===== src/rtl/sram_2p_march_bist.sv =====
// March C- BIST initiator for a 2-port SRAM macro with BIST muxing.
// Drives the port-A BIST inputs, compares A_DOUT against the expected
// background and keeps port B's BIST mux engaged (and idle) while testing.
module sram_2p_march_bist #(
    parameter int                      P_DATA_WIDTH = 20,
    parameter int                      P_ADDR_WIDTH = 9,
    parameter logic [P_DATA_WIDTH-1:0] P_BACKGROUND = '0
) (
    input  logic                    CLK,
    input  logic                    RST,
    input  logic                    START,
    input  logic [P_DATA_WIDTH-1:0] A_DOUT,
    output logic                    A_BIST_EN,
    output logic [P_ADDR_WIDTH-1:0] A_BIST_ADDR,
    output logic [P_DATA_WIDTH-1:0] A_BIST_DIN,
    output logic [P_DATA_WIDTH-1:0] A_BIST_BM,
    output logic                    A_BIST_MEN,
    output logic                    A_BIST_WEN,
    output logic                    A_BIST_REN,
    output logic                    B_BIST_EN,
    output logic                    B_BIST_MEN,
    output logic                    BUSY,
    output logic                    DONE,
    output logic                    FAIL,
    output logic [P_ADDR_WIDTH-1:0] FAIL_ADDR,
    output logic [7:0]              FAIL_COUNT
);

    localparam int                  N_WORDS   = 2 ** P_ADDR_WIDTH;
    // One spare bit so the counter can never alias the end condition.
    localparam int                  CW        = P_ADDR_WIDTH + 1;
    localparam logic [CW-1:0]       ADDR_LAST = CW'(N_WORDS - 1);
    localparam logic [CW-1:0]       ADDR_ONE  = CW'(1);
    localparam logic [2:0]          ELEM_LAST = 3'd5;

    typedef enum logic [1:0] {
        ST_IDLE  = 2'd0,
        ST_RUN   = 2'd1,
        ST_DRAIN = 2'd2,
        ST_DONE  = 2'd3
    } state_t;

    // Elements 3 and 4 sweep downwards, all others upwards.
    function automatic logic elem_is_down(input logic [2:0] e);
        return (e == 3'd3) || (e == 3'd4);
    endfunction

    // Elements 1..4 are (read, write) pairs; 0 is write-only, 5 is read-only.
    function automatic logic elem_is_two_op(input logic [2:0] e);
        return (e >= 3'd1) && (e <= 3'd4);
    endfunction

    // Value a read in element e must return ("1" reads in E2 and E4).
    function automatic logic [P_DATA_WIDTH-1:0] elem_read_data(input logic [2:0] e);
        return ((e == 3'd2) || (e == 3'd4)) ? ~P_BACKGROUND : P_BACKGROUND;
    endfunction

    // Value a write in element e stores ("1" writes in E1 and E3).
    function automatic logic [P_DATA_WIDTH-1:0] elem_write_data(input logic [2:0] e);
        return ((e == 3'd1) || (e == 3'd3)) ? ~P_BACKGROUND : P_BACKGROUND;
    endfunction

    // First address of element e.
    function automatic logic [CW-1:0] elem_start_addr(input logic [2:0] e);
        return elem_is_down(e) ? ADDR_LAST : '0;
    endfunction

    // Sequencer state: describes the operation currently on the outputs.
    state_t                  state_r,  state_s;
    logic [2:0]              elem_r,   elem_s;
    logic [CW-1:0]           addr_r,   addr_s;
    logic                    wr_r,     wr_s;
    logic                    clr_s;
    logic                    at_last_s;

    // Registered output copies.
    logic                    a_en_r;
    logic [P_ADDR_WIDTH-1:0] a_addr_r;
    logic [P_DATA_WIDTH-1:0] a_din_r;
    logic [P_DATA_WIDTH-1:0] a_bm_r;
    logic                    a_men_r;
    logic                    a_wen_r;
    logic                    a_ren_r;
    logic                    busy_r;
    logic                    done_r;
    logic [P_DATA_WIDTH-1:0] cur_exp_r;

    // Compare pipeline and results.
    logic                    cmp_valid_r;
    logic [P_DATA_WIDTH-1:0] cmp_exp_r;
    logic [P_ADDR_WIDTH-1:0] cmp_addr_r;
    logic                    miscmp_s;
    logic                    fail_r;
    logic [P_ADDR_WIDTH-1:0] fail_addr_r;
    logic [7:0]              fail_count_r;

    logic                    run_s;
    logic                    act_s;

    // Element end detection for the operation currently issued.
    always_comb begin
        at_last_s = 1'b0;
        if (elem_is_down(elem_r)) begin
            at_last_s = (addr_r == '0);
        end else begin
            at_last_s = (addr_r == ADDR_LAST);
        end
    end

    // Next-state / next-operation selection for the March sequencer.
    always_comb begin
        state_s = state_r;
        elem_s  = elem_r;
        addr_s  = addr_r;
        wr_s    = wr_r;
        clr_s   = 1'b0;
        case (state_r)
            ST_IDLE, ST_DONE: begin
                if (START) begin
                    state_s = ST_RUN;
                    elem_s  = 3'd0;
                    addr_s  = '0;
                    wr_s    = 1'b1;
                    clr_s   = 1'b1;
                end else begin
                    state_s = state_r;
                end
            end
            ST_RUN: begin
                if (elem_is_two_op(elem_r) && !wr_r) begin
                    // Read half done: write at the same address.
                    wr_s = 1'b1;
                end else if (at_last_s) begin
                    if (elem_r == ELEM_LAST) begin
                        state_s = ST_DRAIN;
                    end else begin
                        elem_s = elem_r + 3'd1;
                        addr_s = elem_start_addr(elem_r + 3'd1);
                        wr_s   = 1'b0;
                    end
                end else begin
                    if (elem_is_down(elem_r)) begin
                        addr_s = addr_r - ADDR_ONE;
                    end else begin
                        addr_s = addr_r + ADDR_ONE;
                    end
                    // Only element 0 starts each address with a write.
                    wr_s = (elem_r == 3'd0);
                end
            end
            ST_DRAIN: begin
                state_s = ST_DONE;
            end
            default: begin
                state_s = ST_IDLE;
            end
        endcase
    end

    assign run_s = (state_s == ST_RUN);
    assign act_s = (state_s == ST_RUN) || (state_s == ST_DRAIN);

    // Sequencer registers.
    always_ff @(posedge CLK) begin
        if (RST) begin
            state_r <= ST_IDLE;
            elem_r  <= 3'd0;
            addr_r  <= '0;
            wr_r    <= 1'b0;
        end else begin
            state_r <= state_s;
            elem_r  <= elem_s;
            addr_r  <= addr_s;
            wr_r    <= wr_s;
        end
    end

    // Output registers, loaded with the operation chosen for the next cycle.
    always_ff @(posedge CLK) begin
        if (RST) begin
            a_en_r    <= 1'b0;
            a_addr_r  <= '0;
            a_din_r   <= '0;
            a_bm_r    <= '0;
            a_men_r   <= 1'b0;
            a_wen_r   <= 1'b0;
            a_ren_r   <= 1'b0;
            busy_r    <= 1'b0;
            done_r    <= 1'b0;
            cur_exp_r <= '0;
        end else begin
            a_en_r    <= act_s;
            a_addr_r  <= run_s ? addr_s[P_ADDR_WIDTH-1:0] : '0;
            a_din_r   <= (run_s && wr_s) ? elem_write_data(elem_s) : '0;
            a_bm_r    <= act_s ? '1 : '0;
            a_men_r   <= run_s;
            a_wen_r   <= run_s && wr_s;
            a_ren_r   <= run_s && !wr_s;
            busy_r    <= act_s;
            done_r    <= (state_s == ST_DONE);
            cur_exp_r <= elem_read_data(elem_s);
        end
    end

    // Capture expected data and address at the edge that launches a read.
    always_ff @(posedge CLK) begin
        if (RST) begin
            cmp_valid_r <= 1'b0;
            cmp_exp_r   <= '0;
            cmp_addr_r  <= '0;
        end else begin
            cmp_valid_r <= a_ren_r;
            cmp_exp_r   <= cur_exp_r;
            cmp_addr_r  <= a_addr_r;
        end
    end

    // Miscompare decision; an unknown read word falls to the mismatch branch.
    always_comb begin
        miscmp_s = 1'b0;
        if (cmp_valid_r) begin
            if (A_DOUT == cmp_exp_r) begin
                miscmp_s = 1'b0;
            end else begin
                miscmp_s = 1'b1;
            end
        end else begin
            miscmp_s = 1'b0;
        end
    end

    // Sticky result registers, cleared when a new test is launched.
    always_ff @(posedge CLK) begin
        if (RST) begin
            fail_r       <= 1'b0;
            fail_addr_r  <= '0;
            fail_count_r <= 8'd0;
        end else if (clr_s) begin
            fail_r       <= 1'b0;
            fail_addr_r  <= '0;
            fail_count_r <= 8'd0;
        end else if (miscmp_s) begin
            fail_r <= 1'b1;
            if (!fail_r) begin
                fail_addr_r <= cmp_addr_r;
            end else begin
                fail_addr_r <= fail_addr_r;
            end
            if (fail_count_r != 8'hFF) begin
                fail_count_r <= fail_count_r + 8'd1;
            end else begin
                fail_count_r <= fail_count_r;
            end
        end else begin
            fail_r       <= fail_r;
            fail_addr_r  <= fail_addr_r;
            fail_count_r <= fail_count_r;
        end
    end

    assign A_BIST_EN   = a_en_r;
    assign A_BIST_ADDR = a_addr_r;
    assign A_BIST_DIN  = a_din_r;
    assign A_BIST_BM   = a_bm_r;
    assign A_BIST_MEN  = a_men_r;
    assign A_BIST_WEN  = a_wen_r;
    assign A_BIST_REN  = a_ren_r;
    assign B_BIST_EN   = busy_r;
    assign B_BIST_MEN  = 1'b0;
    assign BUSY        = busy_r;
    assign DONE        = done_r;
    assign FAIL        = fail_r;
    assign FAIL_ADDR   = fail_addr_r;
    assign FAIL_COUNT  = fail_count_r;

endmodule


===== config.mk =====
export PLATFORM = sky130hd
export DESIGN_NAME = sram_2p_march_bist
export DESIGN_NICKNAME = d
export VERILOG_FILES = /design/src/rtl/sram_2p_march_bist.sv
export SDC_FILE = /design/constraint.sdc
export NUM_CORES = 1
export LEC_CHECK = 0
export ABC_AREA = 1
export CORE_ASPECT_RATIO = 1.4
export CORE_UTILIZATION = 48
export CTS_BUF_LIST = sky130_fd_sc_hd__clkbuf_16
export DETAILED_ROUTE_END_ITERATION = 10
export PLACE_DENSITY = 0.86
export REMOVE_ABC_BUFFERS = 1
export SKIP_CTS_REPAIR_TIMING = 1
export SLEW_MARGIN = 20
export SYNTH_ARGS = -nofsm -noshare
export SYNTH_HDL_FRONTEND = slang
export SYNTH_SLANG_ARGS = --single-unit

===== constraint.sdc =====
create_clock -name CLK -period 3.2 [get_ports CLK]
set_input_delay 0.64 -clock CLK [delete_from_list [all_inputs] [get_ports CLK]]
set_output_delay 0.64 -clock CLK [all_outputs]
set_load 0.05 [all_outputs]

=== Word-level counts from Yosys, hierarchy flattened ===
Index checks and enable logic that the tools add are counted.

* Latch bits: 0
* Logic and storage cells: 102
* Bits in registers: 138
* Bits of input ports: 23
* Memory bits (writable): 0
* Memories: 0
* Output and inout port bits: 75
* ROM bits: 0

* Reduce and logical (&&, ||, !) cells: 22
* Divide/modulo/power cells: 0
* Eq/ne operators: 21
* Multipliers: 0
* Bitwise operators: 3
* Multiplexer cells: 30
* Shift-type cells: 0
* $lt $le $gt $ge: 2
* Add/subtract/negate cells: 4

{| class="wikitable"
|+ Operators by type and width
! kind !! count
|-
| $mux 20 || 3
|-
| $mux 10 || 5
|-
| $eq 20x20->1 || 1
|-
| $pmux 10 s2 || 1
|-
| $eq 3x2->1 const B || 4
|-
| $eq 3x3->1 const B || 4
|-
| $mux 3 || 4
|-
| $add 10x1->10 const B || 1
|-
| $eq 10x9->1 const B || 1
|-
| $logic_not 10->1 || 1
|-
| $sub 10x1->10 const B || 1
|-
| $mux 1 || 9
|-
| $mux 9 || 1
|-
| $add 8x1->8 const B || 1
|-
| $eq 2x2->1 const B || 4
|-
| $mux 2 || 4
|-
| $ne 8x8->1 const B || 1
|-
| $reduce_or 2->1 || 4
|-
| $pmux 2 s3 || 1
|-
| $pmux 3 s2 || 1
|-
| $logic_or 1x1->1 || 5
|-
| $eq 2x1->1 const B || 2
|-
| $logic_and 1x1->1 || 4
|-
| $ne 2x2->1 const B || 2
|-
| 13 further kinds || 17
|}

=== Depth between registers and ports, before layout ===
Gate-level depths: netlist of run 1.

* Depth after elaboration: 10
* Gate-level depth with buffers: 18
* Depth with buffers taken out: 17

=== Least setup slack after synthesis of run 1 ===
No wires, ideal clock.

* Kind: register to register
* Start: register elem_r[0]
* End: register a_addr_r[2], in the netlist A_BIST_ADDR[2]
* Data arrival time: 2,103 ps
* Stages on the path, launching flop included: 19
* Buffers on the path: 1
* Period minus slack after synthesis: 2,225 ps
* Path slack: 975 ps
* Cells stage by stage: dfxtp_1 > inv_1 > ha_1 > nand2_1 > nand2_4 > nor2_2 > nand2_1 > nand2_2 > buf_6 > nand3_1 > nand3_1 > nand2_1 > o21ai_0 > inv_1 > ha_1 > inv_1 > nor2_1 > inv_1 > a21oi_1

* Word-level cells in the longest chain between the ends: 9

{| class="wikitable"
|+ RTL lines
! element !! line !! RTL
|-
| start: declaration || 70 || <nowiki>logic [2:0] elem_r, elem_s;</nowiki>
|-
| start signal: assignment || 172 || <nowiki>elem_r <= elem_s;</nowiki>
|-
| $eq 3x2->1 or $eq 3x3->1 (tied branches) || 45 || <nowiki>return (e == 3'd3) || (e == 3'd4);</nowiki>
|-
| $logic_or 1x1->1 || 45 ||
|-
| $mux 1 || 103 || <nowiki>if (elem_is_down(elem_r)) begin</nowiki>
|-
| $mux 2 || 133 || <nowiki>end else if (at_last_s) begin</nowiki>
|-
| $mux 2 (*) || 130 || <nowiki>if (elem_is_two_op(elem_r) && !wr_r) begin</nowiki>
|-
| $pmux 2 s3 (*) || 117 || <nowiki>case (state_r)</nowiki>
|-
| named net state_s[0] || 69 || <nowiki>state_t state_r, state_s;</nowiki>
|-
| $eq 2x1->1 (*) || 160 || <nowiki>assign run_s = (state_s == ST_RUN);</nowiki>
|-
| named net run_s || 97 || <nowiki>logic run_s;</nowiki>
|-
| $not 1->1 (no line) (*) || -- ||
|-
| $reduce_or 2->1 (no line) (*) || -- ||
|-
| end signal: assignment || 193 || <nowiki>a_addr_r <= run_s ? addr_s[P_ADDR_WIDTH-1:0] : '0;</nowiki>
|-
| end: declaration || 78 || <nowiki>logic [P_ADDR_WIDTH-1:0] a_addr_r;</nowiki>
|}

The timed path passes the listed nets; every way through them passes the cells marked *. The select of a mux whose other input is x is not followed.
A chain may end at the register's enable or synchronous reset.

=== Worst setup path in the final report of run 1 ===
* Start: register elem_r[0]
* End: register a_addr_r[5], in the netlist A_BIST_ADDR[5]

The elaborated chain is that of the path after synthesis.

==> results by group, run 1 <==
Worst setup path
  – Startpoint types: flip-flop
  – Required @ worst endpoint: between 3000 and 4000 ps
  – Crit Reg-Reg Startpoint: elem_r[0]$_SDFF_PP0_
  – R2r endpoint: A_BIST_ADDR[5]$_SDFF_PP0_
  – Crit path DAT: 2960 ps
  – Kind of cell adding the most delay to the critical path: simple AND/OR/NAND/NOR gates
  – Critical path, cell by cell: inv_1 > ha_1 > nand2_1 > nand2_4 > nor2_2 > nand2_1 > nand2_2 > nand3_1 > nand3_1 > nand2_1 > o21ai_0 > inv_1 > ha_1 > inv_1 > nor2_1 > inv_1 > a21oi_1
  – Cell mode on critical path: inv_1
  – Worst stage delay on the critical path: roughly 400 ps
  – Crit-path slowest cell: dfxtp_1
  – Critical path class: flip-flop to flip-flop
  – CP Capture Type: flip-flop
  – R2r setup slk: 440 ps
  – Worst R2R Path Depth: 17
  – Crit path max fanout: 12
  – CP bufs+invs: 4

STA
  – Fin. max-slew vios: 0
  – Tmin final: roughly 2800 ps
  – Relative slew slack: 52.5%
  – Final hold vios: 0
  – Actual slew at the worst max-slew pin: a little over 700 ps
  – Final Cycle Share: 86.4%
  – Max Fclk: between 300 and 400 MHz
  – Clk_skew: 5.99 ps
  – RSZ-0062 raised after global routing: false
  – Hold_ws: between 400 and 500 ps
  – Finish-stage setup viols: 0
  – Slack of the critical path: 435 ps

Outcome
  – Status: finished clean

Synth
  – Synth Register Bits: ~60
  – Sequential-to-total area share from yosys stat: ~33%
  – Dominant synthesized flop cell: dfxtp_1
  – Synth unique cells: 36
  – Ys async rst share: 0%
  – Cells after synthesis: between 500 and 600
  – Number of enable flip-flop cells after synthesis: 0
  – Post-synthesis instance area: 0.00372 mm^2
  – Synthesis Warnings: 0
  – Post-Syn Area per Cell: just under 7 um^2

Finish
  – Area growth syn-to-layout: 27.2%
  – Footprint of the multi-input gates: around 0.0018 mm^2
  – Fillers: between 600 and 700
  – Diode count: 0
  – Final core occ: between 60 and 70%
  – Register area: ~0.0012 mm^2
  – Fin nets: 641
  – Layout cell share with drive strength beyond 1: under 10%

Clock tree
  – TritonCTS Buffers: 9
  – Clock-pin slew on the worst setup and hold paths: 60 ps
  – CTS tree: yes
  – H-tree depth: 3
  – Later-pin clock latency in the skew report: 330 ps
  – Clock Sinks: 61
  – Clock root buffer: clkbuf_16
  – CTS Buffer Depth: 2

Placed design
  – Detailed Place HPWL: around 7 mm
  – Port Buf Inserts: 96
  – Placer Congestion: approximately 0.99
  – Worst slack at placement: ~560 ps

Route
  – Drt via density: approximately 5.2
  – Initial DRC Count: around 220
  – Residual DRC: 0
  – Via count: between 3000 and 4000
  – WL final: between 9 and 10 mm
  – Drt first pass iters: 6
  – WL per Instance: 13.4 um
  – Antenna Nets Post-Route: 0

Floorplanning
  – IO Pins: 98
  – Die width: about 76 um
  – Die Span Y: ~110 um
  – Die area: between 0.008 and 0.009 mm^2
  – Cell Rows: 37
  – Core footprint: roughly 0.0074 mm^2
  – Starting density of the core: about half

GRT
  – Initial antenna violation count: 0
  – GRT overflow: 0
  – GRT Total Usage: 23.5%
  – First-pass GRT wire length: about 15 mm
  – Vias in the first global route: roughly 3400
  – Largest net degree at the start of global routing: 31

Power and ir drop
  – Cell Pwr Density: between 700 and 800 mW/mm^2
  – Clock power share: between 20 and 30%
  – Pwr Total: around 3.4 mW
  – Internal power: roughly 1.9 mW
  – Net Sw Power: 1.48 mW
  – Comb power frac: 43.8%
  – Max VDD drop: between 1000 and 1500 uV
  – Switch share: between 40% and 50%
  – Lkg Pwr: 2.09 nW
  – Flop pwr share: ~28%

Worst hold path
  – HP Class: flip-flop to flip-flop
  – Worst Hold End: cmp_exp_r[18]$_SDFF_PP0_
  – Hold Crit Start: cur_exp_r[18]$_SDFF_PP0_
  – Hold depth: 2

Job
  – Total of max-cap violations: 0
power groups by stage:
stage | Sequential, mW | Clock [mW] | Combinational [mW]
floorplan | 1.23 | 0 | 0.462
global placement | 0.936 | 0 | 1.42
detailed placement | 0.942 | 0 | 1.45
CTS | 0.928 | 0.964 | 1.46
global route | 0.943 | 1.00 | 1.57
finish | 0.929 | 0.955 | 1.47
sequential cells by signal (all words and copies together), names as in the netlist, 2 cells and up:
signal / flops
A_BIST_ADDR: 9
FAIL_ADDR: 9
FAIL_COUNT: 8
addr_r: 10
cmp_addr_r: 9
elem_r: 3
state_r: 2
cell usage in the layout, fill, tap and decap left out:
| cell | netlist | routed |
|---|---|---|
| o21bai_1 | 2 | 2 |
| nand2_1 | 126 | 126 |
| a31oi_1 | 1 | 1 |
| nor2_1 | 59 | 59 |
| clkinv_1 | 1 | 1 |
| clkinv_4 | 0 | 2 |
| nand3_1 | 33 | 33 |
| o22ai_1 | 1 | 1 |
| nand3_2 | 3 | 3 |
| xor2_1 | 5 | 5 |
| inv_6 | 0 | 1 |
| nor2_2 | 2 | 2 |
| a211oi_1 | 2 | 2 |
| clkbuf_16 | 0 | 9 |
| and2_1 | 1 | 1 |
| inv_2 | 3 | 3 |
| clkdlybuf4s50_1 | 0 | 96 |
| xnor2_1 | 5 | 5 |
| o31ai_1 | 1 | 1 |
| clkinvlp_4 | 0 | 1 |
| nor4_1 | 1 | 1 |
| o21ai_2 | 1 | 1 |
| nand3b_2 | 1 | 1 |
| nand4_1 | 26 | 26 |
| nor3_1 | 6 | 6 |
| bufinv_16 | 0 | 1 |
| conb_1 | 1 | 1 |
| ha_1 | 17 | 17 |
| buf_4 | 43 | 2 |
| clkinv_2 | 0 | 2 |
| inv_1 | 68 | 68 |
| nand2_2 | 3 | 3 |
| dfxtp_1 | 61 | 61 |
| a21oi_1 | 41 | 41 |
| nand2_4 | 3 | 3 |
| nand3b_1 | 3 | 3 |
| o21ai_0 | 12 | 12 |
| fa_1 | 1 | 1 |
| or2_0 | 1 | 1 |
how the worst max path moves through the flow:
stage	startpoint	to	slack [ps]	cells after the start
5_1_grt	elem_r[0]$_SDFF_PP0_	A_BIST_ADDR[5]$_SDFF_PP0_	190	17
2_1_floorplan	A_BIST_BM[18]$_SDFF_PP0_	A_BIST_BM[0]	-5110	0
6_report	elem_r[0]$_SDFF_PP0_	A_BIST_ADDR[5]$_SDFF_PP0_	440	17
4_1_cts	elem_r[0]$_SDFF_PP0_	A_BIST_ADDR[5]$_SDFF_PP0_	500	17
3_5_place_dp	elem_r[0]$_SDFF_PP0_	A_BIST_ADDR[5]$_SDFF_PP0_	560	17
3_3_place_gp	elem_r[0]$_SDFF_PP0_	A_BIST_ADDR[2]$_SDFF_PP0_	740	17
synthesized netlist by cell type, drive strengths merged (2+ instances only):
| master | n | area share [%] |
|---|---|---|
| a21oi | 41 | 5.5 |
| nor3 | 6 | 0.81 |
| dfxtp | 61 | 33 |
| inv | 71 | 7.2 |
| o21bai | 2 | 0.40 |
| xor2 | 5 | 1.2 |
| nand2 | 132 | 14 |
| xnor2 | 5 | 1.2 |
| clkbuf | 7 | 0.71 |
| nand3 | 36 | 5.2 |
| nand3b | 4 | 0.91 |
| buf | 49 | 9.6 |
| nor2 | 61 | 6.3 |
| a211oi | 2 | 0.40 |
| o21ai | 13 | 1.8 |
| ha | 17 | 5.7 |
| nand4 | 26 | 4.4 |
per-stage QoR:
step | area, um^2 | TNS, ps | cells
floorplan | 3340 | -200540 | 491
global placement | 4440 | 0 | 686
detailed placement | 4440 | 0 | 686
CTS | 4740 | 0 | 702
global route | 4740 | 0 | 702
finish | 4740 | 0 | 702
cell families (layout without fill, tap and decap cells):
group,after synthesis,after routing,synth area share [%]
DFF,61,61,32.8
other,1,1,0.101
buffers and inverters,128,186,17.5
xor gates and xnor gates,10,10,2.35
and+or+nand+nor,268,268,32.2
AOI/OAI and AO/OA,61,61,8.71
adders and majority gates,18,18,6.25
cell type report:
class                   instances  area share, %
flip-flops and latches         61           25.8
multi-input cells             358           39.0
inverters                      72           5.71
clock buffers                   9           4.76
repair buffers                 98           20.6
clock inverters                 7           1.56
well taps                      97           2.56
metal layers:
layer  up-vias  routed length (um)  track usage [%]
li1       1820                   -                -
met1      1638                3540             24.9
met2       158                4900             43.4
met3        36                 646             5.67
met4         0                 301             11.1
met5         -                   0                0
worst reg2reg max path, cell delays in order (launching register included):
cell	delay (ps)
dfxtp_1	400
inv_1	110
ha_1	240
nand2_1	120
nand2_4	120
nor2_2	120
nand2_1	60
nand2_2	200
nand3_1	140
nand3_1	120
nand2_1	80
o21ai_0	140
inv_1	110
ha_1	190
inv_1	80
nor2_1	70
inv_1	240
a21oi_1	90
No activity file was read; power rests on OpenSTA's default activity.
==> inputs of run 2 (changes only) <==
--- a/config.mk
+++ b/config.mk
@@ -5,12 +5,12 @@
 export SDC_FILE = /design/constraint.sdc
 export NUM_CORES = 1
 export LEC_CHECK = 0
-export ABC_AREA = 1
+export CAP_MARGIN = 20
 export CORE_ASPECT_RATIO = 1.4
 export CORE_UTILIZATION = 48
 export CTS_BUF_LIST = sky130_fd_sc_hd__clkbuf_16
 export DETAILED_ROUTE_END_ITERATION = 10
-export PLACE_DENSITY = 0.86
+export PLACE_DENSITY = 0.87
 export REMOVE_ABC_BUFFERS = 1
 export SKIP_CTS_REPAIR_TIMING = 1
 export SLEW_MARGIN = 20
==> run 2 against run 1 <==
Compared with the run above: via count is 6.6% lower; critical path depth decreased by 5; clock skew shrank 1.7 ps; sequential share of layout area barely moved; total power down 36%; highest routed layer unchanged; first-iteration DRC count is 6.5% higher; clock power about the same.
==> results by group, run 2 <==
Synth
  – Number of enable flip-flop cells after synthesis: 0
  – Synth unique cells: 65
  – Xor and xnor area share after synthesis: under 10%
  – Post-synthesis instance area: about 0.0036 mm^2
  – Ys async rst share: 0%
  – Commonest cells in the netlist: dfxtp_1 (61), buf_4 (42), nor2_1 (33), nand2_1 (27), a21oi_1 (23)
  – Top cells by area, synth: dfxtp_1 (34%), buf_4 (8.7%), ha_1 (5.9%)
  – Post-Syn Area per Cell: approximately 8.4 um^2
  – Cells after synthesis: about 430
  – Sequential-to-total area share from yosys stat: approximately a third
  – Largest family of logic cells by synthesized area: simple AND/OR/NAND/NOR gates
  – Post-synthesis simple-gate area fraction: 25.8%
  – Dominant synthesized flop cell: dfxtp_1
  – Synth Register Bits: between 60 and 70
  – Adder-cell share of the synthesized area: 6.42%
  – Most common cell in the synthesized netlist: dfxtp_1
  – Synth top area share: roughly a third
  – Post-synthesis compound-gate area fraction: approximately a fifth
  – Synthesis Warnings: 0
  – Post-synth top area cell: dfxtp_1
  – Mux share of post-synthesis cell area: approximately 1.2%

Finish
  – Most frequent cells in the layout: clkdlybuf4s50_1 (96), dfxtp_1 (60), nor2_1 (33)
  – Final instance area: ~0.0047 mm^2
  – Layout cell share with drive strength beyond 1: 8.76%
  – Fillers: between 600 and 700
  – Area growth syn-to-layout: 30.7%
  – Post-Layout Cell Count: around 600
  – Fin nets: 538
  – Diode count: 0
  – Register area: ~0.0012 mm^2
  – Commonest non-fill, non-tap cell in the layout: clkdlybuf4s50_1
  – Footprint of the multi-input gates: just under 0.002 mm^2
  – Number of flip-flops in the largest register: 10
  – Largest register by flop count: addr_r

Route
  – Initial DRC Count: 230
  – Antenna Nets Post-Route: 0
  – Drt via density: 5.69
  – WL per Instance: roughly 16 um
  – Via count: approximately 3400
  – Drt first pass iters: 5
  – Residual DRC: 0
  – WL final: 9.67 mm
  – Metal3 WL: approximately 400 um
  – WL met1: about 3.8 mm
  – Uppermost routed layer: met4
  – DR WL met2: between 5 and 6 mm

Power and ir drop
  – Cell Pwr Density: approximately 450 mW/mm^2
  – Switch share: 29.3%
  – Flop pwr share: 37.2%
  – Internal power: 1.51 mW
  – Net Sw Power: 0.628 mW
  – Clock power share: between 40% and 50%
  – Max VDD drop: slightly below 300 uV
  – Lkg Pwr: 1.75 nW
  – Comb power frac: between 10% and 20%

GRT
  – GRT Total Usage: 25.1%
  – GRT overflow: 0
  – First-pass GRT wire length: between 15 and 20 mm
  – Vias in the first global route: about 3200
  – Initial antenna violation count: 0
  – Largest net degree at the start of global routing: 24

STA
  – Actual slew at the worst max-slew pin: between 600 and 700 ps
  – Max Fclk: between 300 and 400 MHz
  – Clk_skew: 4.30 ps
  – Finish-stage setup viols: 0
  – Relative slew slack: between 50% and 60%
  – Fin. max-slew vios: 0
  – Final hold vios: 0
  – Tmin final: approximately 3100 ps
  – Slack of the critical path: around 84 ps
  – Final Cycle Share: 97.4%

Worst setup path
  – CP bufs+invs: 2
  – Kind of cell adding the most delay to the critical path: simple AND/OR/NAND/NOR gates
  – Startpoint types: flip-flop
  – Required @ worst endpoint: approximately 3400 ps
  – Worst stage delay on the critical path: around 600 ps
  – Critical path, cell by cell: inv_1 > ha_1 > mux2_4 > or4_1 > a21oi_4 > nand2_1 > a311oi_2 > nor2_1 > ha_1 > nand2b_1 > buf_4 > nor2_1
  – Crit-path slowest cell: or4_1
  – Crit path DAT: 3310 ps
  – CP Capture Type: flip-flop
  – Crit path max fanout: 9
  – Critical path class: flip-flop to flip-flop

Floorplanning
  – IO Pins: just under 100
  – Die Span Y: between 100 and 150 um
  – Die area: 0.00790 mm^2
  – Starting density of the core: between 40 and 50%
  – Cell Rows: 37
  – Core footprint: approximately 0.0073 mm^2
  – Die width: between 70 and 80 um

Clock tree
  – Later-pin clock latency in the skew report: approximately 320 ps
  – H-tree depth: 3
  – TritonCTS Buffers: 9
  – Clock Sinks: roughly 60
  – CTS Buffer Depth: 2
  – CTS tree: yes
  – Clock root buffer: clkbuf_16
  – Clock-pin slew on the worst setup and hold paths: ~60 ps

Worst hold path
  – HP Class: flip-flop to flip-flop

Outcome
  – Status: finished clean

Placed design
  – Detailed Place HPWL: roughly 7.3 mm
  – Port Buf Inserts: 96
  – Placed cell area: 0.00442 mm^2
  – Worst slack at placement: 112 ps
  – Placed Instances: 583
  – Placer Congestion: approximately 0.95

Job
  – Total of max-cap violations: 0
==> run 2: path summary, 6_finish.rpt <==
check                           start                         to  slack, ps  depth (start not counted)
max              elem_r[0]$_SDFF_PP0_  A_BIST_ADDR[5]$_SDFF_PP0_         80                         12
min reg2reg  cmp_addr_r[8]$_SDFF_PP0_  FAIL_ADDR[8]$_SDFFE_PP0P_        440                          2
min          cmp_addr_r[8]$_SDFF_PP0_  FAIL_ADDR[8]$_SDFFE_PP0P_        440                          2
max reg2reg      elem_r[0]$_SDFF_PP0_  A_BIST_ADDR[5]$_SDFF_PP0_         80                         12
==> run 2: cells by family (layout without fill, tap and decap cells) <==
kind of cell,after synthesis,after routing
buf+inv,73,142
other cells,1,1
fa+ha+maj,18,18
mux,4,4
xor+xnor,5,5
simple gates,170,170
flops,61,61
compound gates,101,101
==> run 2: power groups by stage <==
stage / registers, mW / clock network [mW] / logic (mW)
after floorplan: 0.955 / 0 / 0.0794
after global placement: 0.810 / 0 / 0.381
after detailed placement: 0.811 / 0 / 0.386
after CTS: 0.795 / 0.959 / 0.388
after global routing: 0.798 / 1.00 / 0.406
final: 0.795 / 0.953 / 0.391
==> run 2: final cells by class <==
cell class / count / area share, %
clock inverter: 7 / 1.56
multi-input combinational: 299 / 41.5
clock buffer: 9 / 4.76
tap: 97 / 2.56
sequential: 61 / 25.8
inverter: 16 / 1.27
timing repair buffer: 110 / 22.5
==> run 2: metal layers <==
layer / track usage [%] / vias to the layer above
met5: 0 / -
met4: 14.0 / 0
met3: 4.34 / 35
met2: 43.4 / 118
met1: 27.8 / 1592
li1: - / 1665
==> run 2: per-stage QoR <==
stage / utilization (%) / total power, mW / hold slack (ps) / TNS [ps]
floorplan: - / 1.03 / 414 / -200540
global placement: 60.5 / 1.19 / 415 / 0
detailed placement: 60.5 / 1.20 / 426 / 0
CTS: 64.6 / 2.14 / 439 / 0
global route: 64.7 / 2.21 / 458 / -228
finish: 64.7 / 2.14 / 439 / 0
==> run 2: worst reg2reg max path, delay by kind of cell, from the launching register on <==
kind | cells | cell delay (ps)
AO/OA/AOI/OAI | 2 | 540
adder cells (fa/ha/maj) | 2 | 440
buffers and inverters | 2 | 270
flip-flops | 1 | 390
multiplexers | 1 | 330
AND/OR/NAND/NOR | 5 | 1030
==> inputs of run 3 (changes only) <==
==> constraint.sdc (replaced) <==
create_clock -name CLK -period 3.77 [get_ports CLK]
set_input_delay 0.754 -clock CLK [delete_from_list [all_inputs] [get_ports CLK]]
set_output_delay 0.754 -clock CLK [all_outputs]
set_load 0.05 [all_outputs]
==> run 3 against run 2 <==
Compared with the run above: clock power fell by 18%; maximum frequency down 2.8%; utilization shrank 1.2 points; count of clock-buffer cells in the layout stayed put; largest cell class unchanged; largest power group unchanged.
==> results by group, run 3 (synthesis results as in run 2) <==
Clock tree
  – Clock-pin slew on the worst setup and hold paths: approximately 50 ps
  – TritonCTS Buffers: 9
  – Clock Sinks: 61
  – Later-pin clock latency in the skew report: around 320 ps
  – CTS Buffer Depth: 2
  – CTS tree: yes
  – Clock root buffer: clkbuf_16
  – H-tree depth: 3

Floorplanning
  – Die area: 0.00790 mm^2
  – Starting density of the core: between 40% and 50%
  – Core footprint: approximately 0.0073 mm^2
  – IO Pins: 98
  – Cell Rows: 37
  – Die Span Y: roughly 100 um
  – Die width: 75.4 um

Route
  – Via count: about 3400
  – Drt first pass iters: 5
  – Drt via density: around 5.7
  – WL final: 9.48 mm
  – WL per Instance: between 15 and 20 um
  – Antenna Nets Post-Route: 0
  – Initial DRC Count: 130
  – Residual DRC: 0

Power and ir drop
  – Lkg Pwr: around 1.7 nW
  – Max VDD drop: 364 uV
  – Cell Pwr Density: between 300 and 400 mW/mm^2

Finish
  – Footprint of the multi-input gates: a little under 0.002 mm^2
  – Diode count: 0
  – Fin nets: approximately 530
  – Register area: 0.00122 mm^2
  – Fillers: 612
  – Area growth syn-to-layout: 28.3%
  – Number of flip-flops in the largest register: 10
  – Final instance area: ~0.0046 mm^2
  – Largest register by flop count: addr_r
  – Layout cell share with drive strength beyond 1: ~6.1%
  – Commonest non-fill, non-tap cell in the layout: clkdlybuf4s50_1
  – Final core occ: a little under two thirds
  – Most frequent cells in the layout: clkdlybuf4s50_1 (96), dfxtp_1 (61), nor2_1 (33)

Placed design
  – Port Buf Inserts: 96
  – Placer Congestion: between 0.9 and 1
  – Detailed Place HPWL: between 7 and 8 mm
  – Placed cell area: between 0.004 and 0.005 mm^2

STA
  – Finish-stage setup viols: 0
  – Actual slew at the worst max-slew pin: a little under 700 ps
  – Tmin final: about 3200 ps
  – Post-Route Setup TNS: 0 ps
  – RSZ-0062 raised after global routing: false
  – Relative slew slack: between 50% and 60%
  – Fin. max-slew vios: 0
  – Final hold vios: 0
  – Clk_skew: between 4 and 5 ps
  – Max Fclk: about 310 MHz
  – Final Cycle Share: between 80% and 90%
  – Hold_ws: about 440 ps

GRT
  – First-pass GRT wire length: around 15 mm
  – Largest net degree at the start of global routing: 24
  – GRT overflow: 0
  – Initial antenna violation count: 0
  – GRT Total Usage: 24.6%
  – Vias in the first global route: 3185

Worst hold path
  – HP Class: flip-flop to flip-flop
  – Hold depth: 2

Worst setup path
  – Crit path DAT: roughly 3400 ps
  – Crit path max fanout: 17
  – CP Capture Type: flip-flop
  – Critical path class: flip-flop to flip-flop
  – Required @ worst endpoint: approximately 4000 ps
  – Startpoint types: flip-flop
  – Worst R2R Path Depth: 12

Outcome
  – Status: finished clean

Job
  – Total of max-cap violations: 0
## run 3: cell types whose count changed in the layout (fill, tap and decap cells not counted), sizes merged
cell | before | now
buf | 14 | 5
## run 3: power by group
group | switching, mW | internal, mW | total [mW]
logic | 0.214 | 0.106 | 0.320
clock network | 0.277 | 0.507 | 0.784
registers | 0.0177 | 0.658 | 0.676
## run 3: metrics by stage
step                      power [mW]  worst slack, ps  cells
after floorplan                0.878            -4660    376
after global placement          1.00              665    574
after detailed placement        1.01              606    574
after CTS                       1.79              599    590
after global routing            1.84              355    590
final                           1.78              564    590
## run 3: layout make-up
type / instances / share of cell area, %
clock buffer: 9 / 4.85
tap: 97 / 2.61
multi-input combinational: 299 / 42.0
sequential: 61 / 26.3
inverter: 16 / 1.29
timing repair buffer: 101 / 21.5
clock inverter: 7 / 1.45
## run 3: final timing paths
| kind | from | to | slack (ps) |
|---|---|---|---|
| worst max-delay path | elem_r[1]$_SDFF_PP0_ | A_BIST_ADDR[1]$_SDFF_PP0_ | 560 |
| worst min-delay path | cmp_addr_r[4]$_SDFF_PP0_ | FAIL_ADDR[4]$_SDFFE_PP0P_ | 440 |
| worst max register to register | elem_r[1]$_SDFF_PP0_ | A_BIST_ADDR[1]$_SDFF_PP0_ | 560 |
| worst min register to register | cmp_addr_r[4]$_SDFF_PP0_ | FAIL_ADDR[4]$_SDFFE_PP0P_ | 440 |
## run 3: per-layer routing
metal	share of wire [%]	vias to the layer above	wire (um)	global-route usage (%)
li1	-	1640	-	-
met1	39	1563	3700	27.4
met2	52	135	4900	41.3
met3	4.8	36	451	4.44
met4	4.5	0	427	15.6
met5	0	-	0	0
## run 3: critical path, stage by stage (launching register included)
cell	delay [ps]
dfxtp_1	430
inv_1	110
ha_1	220
mux2_4	360
or4_1	620
a21oi_4	200
nand2_1	80
a311oi_1	340
nor2_1	120
ha_1	190
nand2b_1	150
buf_4	190
nor3_1	60
